## config.mk

```make
export PLATFORM = sky130hd
export DESIGN_NAME = instr_fetch_unit_flat
export DESIGN_NICKNAME = d
export VERILOG_FILES = /design/src/rtl/instr_fetch_unit_if.sv /design/src/rtl/instr_fetch_unit.sv /design/src/flat_wrapper.sv
export SDC_FILE = /design/constraint.sdc
export NUM_CORES = 1
export LEC_CHECK = 0
export ABC_AREA = 0
export CAP_MARGIN = 20
export CORE_ASPECT_RATIO = 1.2
export CORE_MARGIN = 2
export CORE_UTILIZATION = 31
export CTS_BUF_LIST = sky130_fd_sc_hd__clkbuf_8
export CTS_CLUSTER_SIZE = 30
export DETAILED_ROUTE_END_ITERATION = 10
export GPL_TIMING_DRIVEN = 0
export SLEW_MARGIN = 20
export SYNTH_ARGS = -nofsm -noshare
export SYNTH_HDL_FRONTEND = slang
export SYNTH_SLANG_ARGS = --single-unit
```

## constraint.sdc

```tcl
create_clock -name clk -period 2.64 [get_ports clk]
set_input_delay 0.528 -clock clk [delete_from_list [all_inputs] [get_ports clk]]
set_output_delay 0.528 -clock clk [all_outputs]
set_load 0.005 [all_outputs]
```

## src/rtl/instr_fetch_unit_if.sv

```systemverilog
// Fetch-unit bus: instruction memory read port, decode-side control
// inputs and the IF/ID stage outputs, grouped for the fetch unit.
interface instr_fetch_unit_if #(
    parameter int ADDR_W  = 16,
    parameter int INSTR_W = 16
);
    logic [ADDR_W-1:0]  imem_addr;
    logic [INSTR_W-1:0] imem_data;
    logic               stall;
    logic               redirect_valid;
    logic [ADDR_W-1:0]  redirect_pc;
    logic [INSTR_W-1:0] instr_out;
    logic [ADDR_W-1:0]  pc_out;
    logic               instr_valid;
    logic               fetch_fault;
    logic [15:0]        fetch_count;

    // Fetch unit side
    modport master (
        output imem_addr,
        input  imem_data,
        input  stall,
        input  redirect_valid,
        input  redirect_pc,
        output instr_out,
        output pc_out,
        output instr_valid,
        output fetch_fault,
        output fetch_count
    );

    // Memory / decoder side
    modport slave (
        input  imem_addr,
        output imem_data,
        output stall,
        output redirect_valid,
        output redirect_pc,
        input  instr_out,
        input  pc_out,
        input  instr_valid,
        input  fetch_fault,
        input  fetch_count
    );
endinterface

```

## src/rtl/instr_fetch_unit.sv

```systemverilog
// Instruction fetch unit: owns the PC, reads 16-bit big-endian words
// from instruction memory, handles redirects/stalls and presents a
// registered IF/ID stage. A misaligned or out-of-range fetch locks the
// unit in FAULT until reset.
module instr_fetch_unit #(
    parameter int              ADDR_W    = 16,
    parameter int              INSTR_W   = 16,
    parameter logic [ADDR_W-1:0] RESET_PC = '0,
    parameter int              MEM_BYTES = 256
) (
    input  logic               clk,
    input  logic               reset,
    instr_fetch_unit_if.master bus
);
    // One extra bit so PC+1 never wraps when compared to the memory size.
    localparam logic [ADDR_W:0] MEM_LIMIT = (ADDR_W+1)'(MEM_BYTES);

    typedef enum logic {
        ST_RUN   = 1'b0,
        ST_FAULT = 1'b1
    } state_t;

    state_t             r_state;
    logic [ADDR_W-1:0]  r_pc;
    logic [INSTR_W-1:0] r_instr;
    logic [ADDR_W-1:0]  r_pc_out;
    logic               r_valid;
    logic               r_fault;
    logic [15:0]        r_count;

    state_t             w_state;
    logic [ADDR_W-1:0]  w_pc;
    logic [INSTR_W-1:0] w_instr;
    logic [ADDR_W-1:0]  w_pc_out;
    logic               w_valid;
    logic               w_fault;
    logic [15:0]        w_count;

    logic               w_redir_bad;
    logic               w_pc_bad;

    // A word fetch touches addr and addr+1; both must lie inside memory.
    assign w_redir_bad = bus.redirect_pc[0] |
                         (({1'b0, bus.redirect_pc} + (ADDR_W+1)'(1)) >= MEM_LIMIT);
    assign w_pc_bad    = (({1'b0, r_pc} + (ADDR_W+1)'(1)) >= MEM_LIMIT);

    // Next-state and next-register values: redirect beats stall, stall holds all.
    always_comb begin
        w_state  = r_state;
        w_pc     = r_pc;
        w_instr  = r_instr;
        w_pc_out = r_pc_out;
        w_valid  = r_valid;
        w_fault  = r_fault;
        w_count  = r_count;
        case (r_state)
            ST_RUN: begin
                if (bus.redirect_valid) begin
                    w_valid = 1'b0;
                    if (w_redir_bad) begin
                        w_state = ST_FAULT;
                        w_fault = 1'b1;
                    end else begin
                        w_pc = bus.redirect_pc;
                    end
                end else if (bus.stall) begin
                    w_state = r_state;
                end else if (w_pc_bad) begin
                    w_state = ST_FAULT;
                    w_fault = 1'b1;
                    w_valid = 1'b0;
                end else begin
                    w_instr  = bus.imem_data;
                    w_pc_out = r_pc;
                    w_valid  = 1'b1;
                    w_pc     = r_pc + ADDR_W'(2);
                    if (r_count != 16'hFFFF) begin
                        w_count = r_count + 16'd1;
                    end
                end
            end
            ST_FAULT: begin
                w_valid = 1'b0;
            end
            default: begin
                w_state = ST_FAULT;
                w_fault = 1'b1;
                w_valid = 1'b0;
            end
        endcase
    end

    // State and IF/ID registers; synchronous reset restores power-on values.
    always_ff @(posedge clk) begin
        if (reset) begin
            r_state  <= ST_RUN;
            r_pc     <= RESET_PC;
            r_instr  <= '0;
            r_pc_out <= '0;
            r_valid  <= 1'b0;
            r_fault  <= 1'b0;
            r_count  <= '0;
        end else begin
            r_state  <= w_state;
            r_pc     <= w_pc;
            r_instr  <= w_instr;
            r_pc_out <= w_pc_out;
            r_valid  <= w_valid;
            r_fault  <= w_fault;
            r_count  <= w_count;
        end
    end

    assign bus.imem_addr   = r_pc;
    assign bus.instr_out   = r_instr;
    assign bus.pc_out      = r_pc_out;
    assign bus.instr_valid = r_valid;
    assign bus.fetch_fault = r_fault;
    assign bus.fetch_count = r_count;

endmodule

```

## src/flat_wrapper.sv

```systemverilog
// flat-port wrapper written by rule: the top's interface ports become plain ports
module instr_fetch_unit_flat 
#(
    parameter int              ADDR_W    = 16,
    parameter int              INSTR_W   = 16,
    parameter logic [ADDR_W-1:0] RESET_PC = '0,
    parameter int              MEM_BYTES = 256
)
  (clk, reset, bus_imem_addr, bus_imem_data, bus_stall, bus_redirect_valid, bus_redirect_pc, bus_instr_out, bus_pc_out, bus_instr_valid, bus_fetch_fault, bus_fetch_count);
  instr_fetch_unit_if #(.ADDR_W(ADDR_W), .INSTR_W(INSTR_W)) bus_i ();
  input  logic clk;
  input  logic reset;
  output wire logic [$bits(bus_i.imem_addr)-1:0] bus_imem_addr;
  input wire logic [$bits(bus_i.imem_data)-1:0] bus_imem_data;
  input wire logic [$bits(bus_i.stall)-1:0] bus_stall;
  input wire logic [$bits(bus_i.redirect_valid)-1:0] bus_redirect_valid;
  input wire logic [$bits(bus_i.redirect_pc)-1:0] bus_redirect_pc;
  output wire logic [$bits(bus_i.instr_out)-1:0] bus_instr_out;
  output wire logic [$bits(bus_i.pc_out)-1:0] bus_pc_out;
  output wire logic [$bits(bus_i.instr_valid)-1:0] bus_instr_valid;
  output wire logic [$bits(bus_i.fetch_fault)-1:0] bus_fetch_fault;
  output wire logic [$bits(bus_i.fetch_count)-1:0] bus_fetch_count;
  assign bus_imem_addr = bus_i.imem_addr;
  assign bus_i.imem_data = bus_imem_data;
  assign bus_i.stall = bus_stall;
  assign bus_i.redirect_valid = bus_redirect_valid;
  assign bus_i.redirect_pc = bus_redirect_pc;
  assign bus_instr_out = bus_i.instr_out;
  assign bus_pc_out = bus_i.pc_out;
  assign bus_instr_valid = bus_i.instr_valid;
  assign bus_fetch_fault = bus_i.fetch_fault;
  assign bus_fetch_count = bus_i.fetch_count;
  instr_fetch_unit #(.ADDR_W(ADDR_W), .INSTR_W(INSTR_W), .RESET_PC(RESET_PC), .MEM_BYTES(MEM_BYTES)) u_core (.clk(clk), .reset(reset), .bus(bus_i));
endmodule
```

==> metrics.md, run 1 <==
| Metric | Value |
|---|---|
| Outcome | complete, no violations |
| Final WL | 8.52 mm |
| Synth Area in Compound Gates | 14.5% |
| Layout area overhead | 48.5% |
| Grt ovf | 0 |
| RSZ-0062 raised after global routing | no |
| CP endpoint kind | flip-flop |
| Vias in the first global route | 2,810 |
| Die W | approximately 93 um |
| Main combinational cell family by area after synthesis | simple AND/OR/NAND/NOR gates |
| First-pass DRT Iterations | 4 |
| Antenna Cells | 0 |
| Syn Inst Count | 332 |
| Final Max Tran Viols | 0 |
| Mux share of post-synthesis cell area | 8.22% |
| DR WL/cell | 14.9 um |
| Clock root cell | clkbuf_8 |
| TritonCTS Buffers | 9 |
| Yosys cell types | 46 |
| CTS tree | built |
| Final ANT Viol Nets | 0 |
| Adder-Cell Fraction of Synth Area | 0.847% |
| Vias | 2,882 |
| Die footprint | 0.0103 mm^2 |
| Slowest stage delay, CP | about 0.50 ns |
| Post-synthesis register bit count | 67 |
| Asr flop ratio synth | 0% |
| Setup Skew | 0.0102 ns |
| Initial antenna violation count | 0 |
| Critical path data required time | roughly 2.9 ns |
| Initial DRC Count | 112 |
| CTS max path bufs | 2 |
| Proportion of layout cells with a drive suffix above 1 | 9.15% |
| Type of origin of the critical path | primary input |
| Max_cap viols | 0 |
| Synth warn | 0 |
| CORE AREA | between 0.009 and 0.01 mm^2 |
| Post-Synth XOR/XNOR Area | 1.19% |
| Syn nets | 370 |
| Final min period | 2.51 ns |
| Max FO, Critical Path | 10 |
| Via density | just over 5 |
| Largest net degree at the start of global routing | 13 |
| DRC viols | 0 |
| Synth Flop Type | dfxtp_1 |
| Die height | 111 um |
| Worst slew pin tran | 0.610 ns |
| Starting Density | 31.4% |
| Synth Area per Inst | between 8 and 9 um^2 |
| Reg2reg setup slack | ~0.15 ns |
| Layout net count | 481 |
| First-pass GRT wire length | ~14 mm |
| Design Power | 2.26 mW |
| Final Hold Fails | 0 |
| EDFF count, synth | 0 |
| Clock Sinks | 67 |
| Leak Pwr | 1.61 nW |
| GPL Wtd Cong | 0.886 |
| Most used cell, CP | buf_2 |
| DP HPWL | 6.26 mm |
| Path type of the worst min-delay path | reg -> reg |
| Syn Std Cell Area | 0.00295 mm^2 |
| Slew margin rel. | 59.3% |
| Post-CTS Setup Repair Bufs | 0 |
| Synth Area in Simple Gates | 25.3% |
| # H-tree levels | 3 |
| Port Buffers | 100 |
| Non-filler cells, final | between 500 and 600 |
| Std-Cell Rows | 39 |
| Sequential area share after synthesis | a little under half |
| Count of final setup violators | 0 |
| Global Route Usage Sum | between 15 and 20% |
| Peak VDD IR | 347 uV |
| Clock Latency Late Sink | between 0.3 and 0.4 ns |
| Reg clk slew, reported paths | around 0.08 ns |
| Dpl cells | around 560 |
| Io pins | 102 |
| Tcrit/Tclk final | between 90% and 100% |
| Pwr dens | between 500 and 600 mW/mm^2 |
| Critical-path top delay cell | clkdlybuf4s50_1 |
| CP Cell Sequence | clkdlybuf4s50_1 -> clkbuf_1 -> a221oi_1 -> o211a_1 -> nand3_2 -> buf_2 -> buf_2 -> mux2i_1 -> nor2_1 |
| Kind of critical path | in -> reg |
| Critical path arrival | ~2.7 ns |
| Fmax | roughly 0.4 GHz |
-- metrics by stage --
stage	setup WS [ns]	utilization [%]	cell area, um^2	setup TNS [ns]	hold WS [ns]
finish	0.131	46.6	4390	0	0.475
global route	0.00595	46.6	4390	0	0.488
CTS	0.0325	46.1	4340	0	0.480
detailed placement	-0.240	43.6	4110	-6.65	0.469
global placement	-0.233	43.6	4110	-6.33	0.461
floorplan	0.269	-	2950	0	0.461
-- sequential cells by signal, indices dropped and copies added, names as in the netlist --
name,count
u_core.bus.fetch_count,16
u_core.bus.instr_out,16
u_core.r_state,1
u_core.bus.fetch_fault,1
u_core.bus.imem_addr,16
u_core.bus.instr_valid,1
u_core.bus.pc_out,16
-- metal layers --
metal / wire length [um] / share of wire (%) / up-vias / GRT usage, %
met1: 3720 / 44 / 1346 / 21.7
met4: 136 / 1.6 / 0 / 6.96
li1: - / - / 1423 / -
met3: 510 / 6.0 / 13 / 4.01
met5: 0 / 0 / - / 0
met2: 4150 / 49 / 100 / 27.2
-- cell usage in the layout, fill, tap and decap left out, types with 3 or more instances in the layout --
cell type / n
a22oi_1: 4
clkinvlp_4: 3
clkbuf_8: 11
a21oi_1: 21
o21ai_0: 11
o22ai_1: 3
nor3b_1: 7
or3_1: 8
nand4_1: 3
nand3b_1: 5
dfxtp_1: 65
nand2_1: 15
a31oi_1: 5
o31ai_1: 3
and2_1: 3
nand3_1: 13
nand2b_1: 4
inv_1: 12
nor2_1: 43
o32ai_1: 4
a211oi_1: 3
clkdlybuf4s50_1: 100
a221oi_1: 3
clkbuf_1: 11
buf_2: 4
mux2i_1: 22
nor4_1: 6
and3_1: 9
nor3_1: 4
or4_1: 4
xnor2_1: 3
nor2b_1: 3
-- synthesized netlist by cell type, drive strengths merged, types with 4 or more instances --
| cell | instances | area [um^2] |
|---|---|---|
| nor2 | 44 | 165 |
| or4 | 4 | 30.0 |
| o21ai | 11 | 55.1 |
| a22oi | 4 | 30.0 |
| buf | 7 | 47.5 |
| nand2 | 15 | 56.3 |
| a21oi | 21 | 105 |
| inv | 12 | 45.0 |
| a31oi | 5 | 31.3 |
| nand3b | 5 | 37.5 |
| nand4 | 5 | 43.8 |
| a211oi | 4 | 35.0 |
| o31ai | 4 | 30.0 |
| nor3b | 7 | 52.6 |
| and3 | 9 | 56.3 |
| nand3 | 15 | 80.1 |
| dfxtp | 67 | 1340 |
| mux2i | 22 | 220 |
| nor4 | 7 | 43.8 |
| o32ai | 4 | 35.0 |
| nor3 | 5 | 30.0 |
| clkbuf | 11 | 41.3 |
| nand2b | 4 | 25.0 |
| or3 | 8 | 50.1 |
-- power breakdown --
part / internal [mW] / leakage, nW / switching [mW]
Sequential: 1.04 / 0.545 / 0.0296
Clock: 0.489 / 0.0978 / 0.407
Combinational: 0.158 / 0.964 / 0.132
-- worst paths after layout --
path                           startpoint                          to  cells past startpoint
setup / recovery       bus_redirect_valid        u_core.bus.pc_out[3]                      9
hold / removal      u_core.bus.pc_out[10]       u_core.bus.pc_out[10]                      1
setup reg to reg  u_core.bus.imem_addr[1]  u_core.bus.fetch_count[11]                     10
hold reg to reg     u_core.bus.pc_out[10]       u_core.bus.pc_out[10]                      1
-- critical path: cells and delay by family --
| family | cells | cell delay [ns] |
|---|---|---|
| buffers and inverters | 4 | 1.46 |
| and+or+nand+nor | 2 | 0.16 |
| muxes | 1 | 0.23 |
| AOI/OAI and AO/OA | 2 | 0.33 |
-- logic make-up after synthesis --
| group | after synthesis |
|---|---|
| buffers and inverters | 30 |
| muxes | 24 |
| DFF | 67 |
| AOI/OAI and AO/OA | 66 |
| adders and majority gates | 2 |
| and+or+nand+nor | 139 |
| xor gates and xnor gates | 4 |
-- area by class of cell --
class	instances	area (um^2)
Fill cell	920	5030
Inverter	12	45.0
Multi-Input combinational cell	235	1530
Clock buffer	11	151
Buffer	18	91.3
Sequential cell	67	1350
Tap cell	123	154
Clock inverter	5	61.3
Timing Repair Buffer	100	1000
-- what timing repair did --
item	in CTS	in global routing
resized for setup	5	10
pin swaps	1	2
hold buffers	0	0
endpoints found under the setup margin	45	46
Power figures use the tool's default switching activity.
==> run 2: changes to the inputs <==
--- a/config.mk
+++ b/config.mk
@@ -14,7 +14,6 @@
 export CTS_CLUSTER_SIZE = 30
 export DETAILED_ROUTE_END_ITERATION = 10
 export GPL_TIMING_DRIVEN = 0
-export SLEW_MARGIN = 20
 export SYNTH_ARGS = -nofsm -noshare
 export SYNTH_HDL_FRONTEND = slang
 export SYNTH_SLANG_ARGS = --single-unit
==> results of run 2 <==
Final layout, timing and power as in run 1 (identical DEF).
==> run 3: changes to the inputs <==
--- a/config.mk
+++ b/config.mk
@@ -7,6 +7,8 @@
 export LEC_CHECK = 0
 export ABC_AREA = 0
 export CAP_MARGIN = 20
+export CELL_PAD_IN_SITES_DETAIL_PLACEMENT = 1
+export CELL_PAD_IN_SITES_GLOBAL_PLACEMENT = 1
 export CORE_ASPECT_RATIO = 1.2
 export CORE_MARGIN = 2
 export CORE_UTILIZATION = 31
@@ -14,6 +16,7 @@
 export CTS_CLUSTER_SIZE = 30
 export DETAILED_ROUTE_END_ITERATION = 10
 export GPL_TIMING_DRIVEN = 0
+export PLACE_DENSITY_LB_ADDON = 0.1
 export SYNTH_ARGS = -nofsm -noshare
 export SYNTH_HDL_FRONTEND = slang
 export SYNTH_SLANG_ARGS = --single-unit
==> metrics.md, run 3 (synthesis results as in run 1) <==
| Metric | Value |
|---|---|
| Reg2reg setup slack | 0.17 ns (+0.02 ns) |
| Setup slack after placement | -0.255 ns (-0.0149 ns) |
| Std-Cell Rows | 39 (unchanged) |
| Starting Density | 31.4% (unchanged) |
| Final Max Tran Viols | 0 (unchanged) |
| Reg clk slew, reported paths | 0.08 ns (about the same) |
| Fmax | 0.404 GHz (+1.4%) |
| Hold buffer count at cts | 0 (unchanged) |
| Critical path data required time | 2.87 ns (about the same) |
| Worst setup margin | 0.167 ns (+0.0354 ns) |
| First-pass DRT Iterations | 4 (unchanged) |
| Die footprint | 0.0103 mm^2 (unchanged) |
| Combinational share of power | 12.0% (-0.8 points) |
| Clock Latency Late Sink | 0.34 ns (about the same) |
| Clock group share of total power | 44.7% (+5.0 points) |
| Final Hold Fails | 0 (unchanged) |
| RSZ-0062 raised after global routing | no |
| Max_cap viols | 0 (unchanged) |
| Vias in the first global route | 2,966 (+5.6%) |
| Final WL | 9.35 mm (+9.8%) |
| Initial DRC Count | 131 (+17%) |
| Slew margin rel. | 61.1% (+1.7 points) |
| Critical-path top delay cell | dfxtp_4 |
| Count of final setup violators | 0 (unchanged) |
| Fillers | 1,092 (+19%) |
| Clock root cell | clkbuf_8 |
| Type of origin of the critical path | flip-flop |
| Io pins | 102 (unchanged) |
| Sequential cell area | 0.00135 mm^2 (unchanged) |
| Peak VDD IR | 253 uV (-27%) |
| Critical path arrival | 2.70 ns (-0.03 ns) |
| Sequential Power Share | 43.3% (-4.2 points) |
| Vias | 2,933 (+1.8%) |
| P_int | 1.89 mW (+12%) |
| Worst slew pin tran | 0.584 ns (-0.0260 ns) |
| CP endpoint kind | flip-flop |
| Die W | 93.1 um (unchanged) |
| First-pass GRT wire length | 15.0 mm (+8.8%) |
| Via density | 5.12 (+1.4%) |
| DR WL/cell | 16.3 um (+9.4%) |
| Global Route Usage Sum | 18.5% (+1.6 points) |
| Proportion of layout cells with a drive suffix above 1 | 9.56% (+0.40 points) |
| GPL Wtd Cong | 0.812 (-8.3%) |
| Clock Sinks | 67 (unchanged) |
| CP Cell Sequence | ha_4 -> and4_4 -> xnor2_1 -> a31oi_2 -> a211oi_4 -> buf_4 -> nand3_2 -> buf_2 -> clkbuf_4 -> a22oi_1 -> o22ai_1 |
| Pwr dens | 557 mW/mm^2 (+8.1%) |
| DRC viols | 0 (unchanged) |
| Switching Power | 0.588 mW (+3.4%) |
| Layout area overhead | 50.6% |
| Leak Pwr | 1.66 nW (+3.1%) |
| Final min period | 2.47 ns (-0.0354 ns) |
| CTS max path bufs | 2 (unchanged) |
| Initial antenna violation count | 0 (unchanged) |
| CORE AREA | 0.00942 mm^2 (unchanged) |
| DP HPWL | 6.86 mm (+9.6%) |
| Die height | 111 um (unchanged) |
| Largest net degree at the start of global routing | 13 (unchanged) |
| TritonCTS Buffers | 9 (unchanged) |
| Switching power share of the total | 23.7% (-1.5 points) |
| Final ANT Viol Nets | 0 (unchanged) |
| Multi-input logic area | 0.00153 mm^2 (-0.16%) |
| Setup Skew | 0.00713 ns (-0.00302 ns) |
| CTS tree | built |
| Max FO, Critical Path | 10 (unchanged) |
| # H-tree levels | 3 (unchanged) |
| Commonest non-fill, non-tap cell in the layout | clkdlybuf4s50_1 |
| Grt ovf | 0 (unchanged) |
| Setup_tns | 0 ns (unchanged) |
| Antenna Cells | 0 (unchanged) |
| Tcrit/Tclk final | 93.7% (-1.3 points) |
| Kind of critical path | reg -> reg |
| Path type of the worst min-delay path | reg -> reg |
| Outcome | complete, no violations |
| Port Buffers | 100 (unchanged) |
| Layout net count | 483 (+0.42%) |
| Slowest stage delay, CP | 0.41 ns (-0.09 ns) |
| Most frequent cells in the layout | 100 x clkdlybuf4s50_1, 65 x dfxtp_1, 44 x nor2_1 |
run 3: worst max-delay path, delay by kind of cell, from the launching register on:
| kind | cells | cell delay (ns) |
|---|---|---|
| AO/OA/AOI/OAI | 4 | 0.62 |
| buffers and inverters | 3 | 0.62 |
| flip-flops | 1 | 0.41 |
| AND/OR/NAND/NOR | 2 | 0.37 |
| adder cells (fa/ha/maj) | 1 | 0.18 |
| XOR/XNOR | 1 | 0.15 |
run 3: worst paths after layout:
| kind | start | end | depth (start not counted) |
|---|---|---|---|
| setup reg to reg | u_core.bus.imem_addr[2] | u_core.bus.imem_addr[5] | 11 |
| hold / removal | u_core.bus.pc_out[13] | u_core.bus.pc_out[13] | 1 |
| setup / recovery | u_core.bus.imem_addr[2] | u_core.bus.imem_addr[5] | 11 |
| hold reg to reg | u_core.bus.pc_out[13] | u_core.bus.pc_out[13] | 1 |
run 3: layer usage:
layer / wire length [um] / GRT usage (%) / vias to the layer above
li1: - / - / 1421
met1: 4120 / 22.6 / 1436
met2: 4810 / 32.2 / 68
met3: 343 / 3.33 / 8
met4: 77 / 6.57 / 0
met5: 0 / 0 / -
run 3: final cells by class:
| class | count | area share, % |
|---|---|---|
| repair buffers | 102 | 22.8 |
| multi-input cells | 235 | 34.4 |
| plain buffers | 18 | 2.14 |
| clock buffers | 11 | 3.40 |
| well taps | 123 | 3.46 |
| clock inverters | 5 | 2.42 |
| inverters | 12 | 1.01 |
| flip-flops and latches | 67 | 30.3 |
run 3: through the flow:
step	utilization (%)	cell area (um^2)	hold slack [ns]	std cells	total power [mW]
after global routing	47.2	4450	0.486	573	2.58
after floorplan	-	2950	0.461	332	1.22
after detailed placement	43.6	4110	0.467	555	1.38
after global placement	43.6	4110	0.458	555	1.38
after CTS	46.8	4400	0.480	571	2.50
final	47.2	4450	0.475	573	2.48
run 3: power groups by stage:
stage | Combinational, mW | Sequential (mW) | Clock [mW]
after floorplan | 0.133 | 1.09 | 0
after global placement | 0.286 | 1.09 | 0
after detailed placement | 0.288 | 1.09 | 0
after CTS | 0.294 | 1.07 | 1.13
after global routing | 0.326 | 1.08 | 1.18
final | 0.297 | 1.07 | 1.11
run 3: what timing repair did:
action	in CTS	in global routing
gates resized for setup	7	9
buffers inserted	0	2
pin swaps	1	3
setup endpoints to repair	54	54
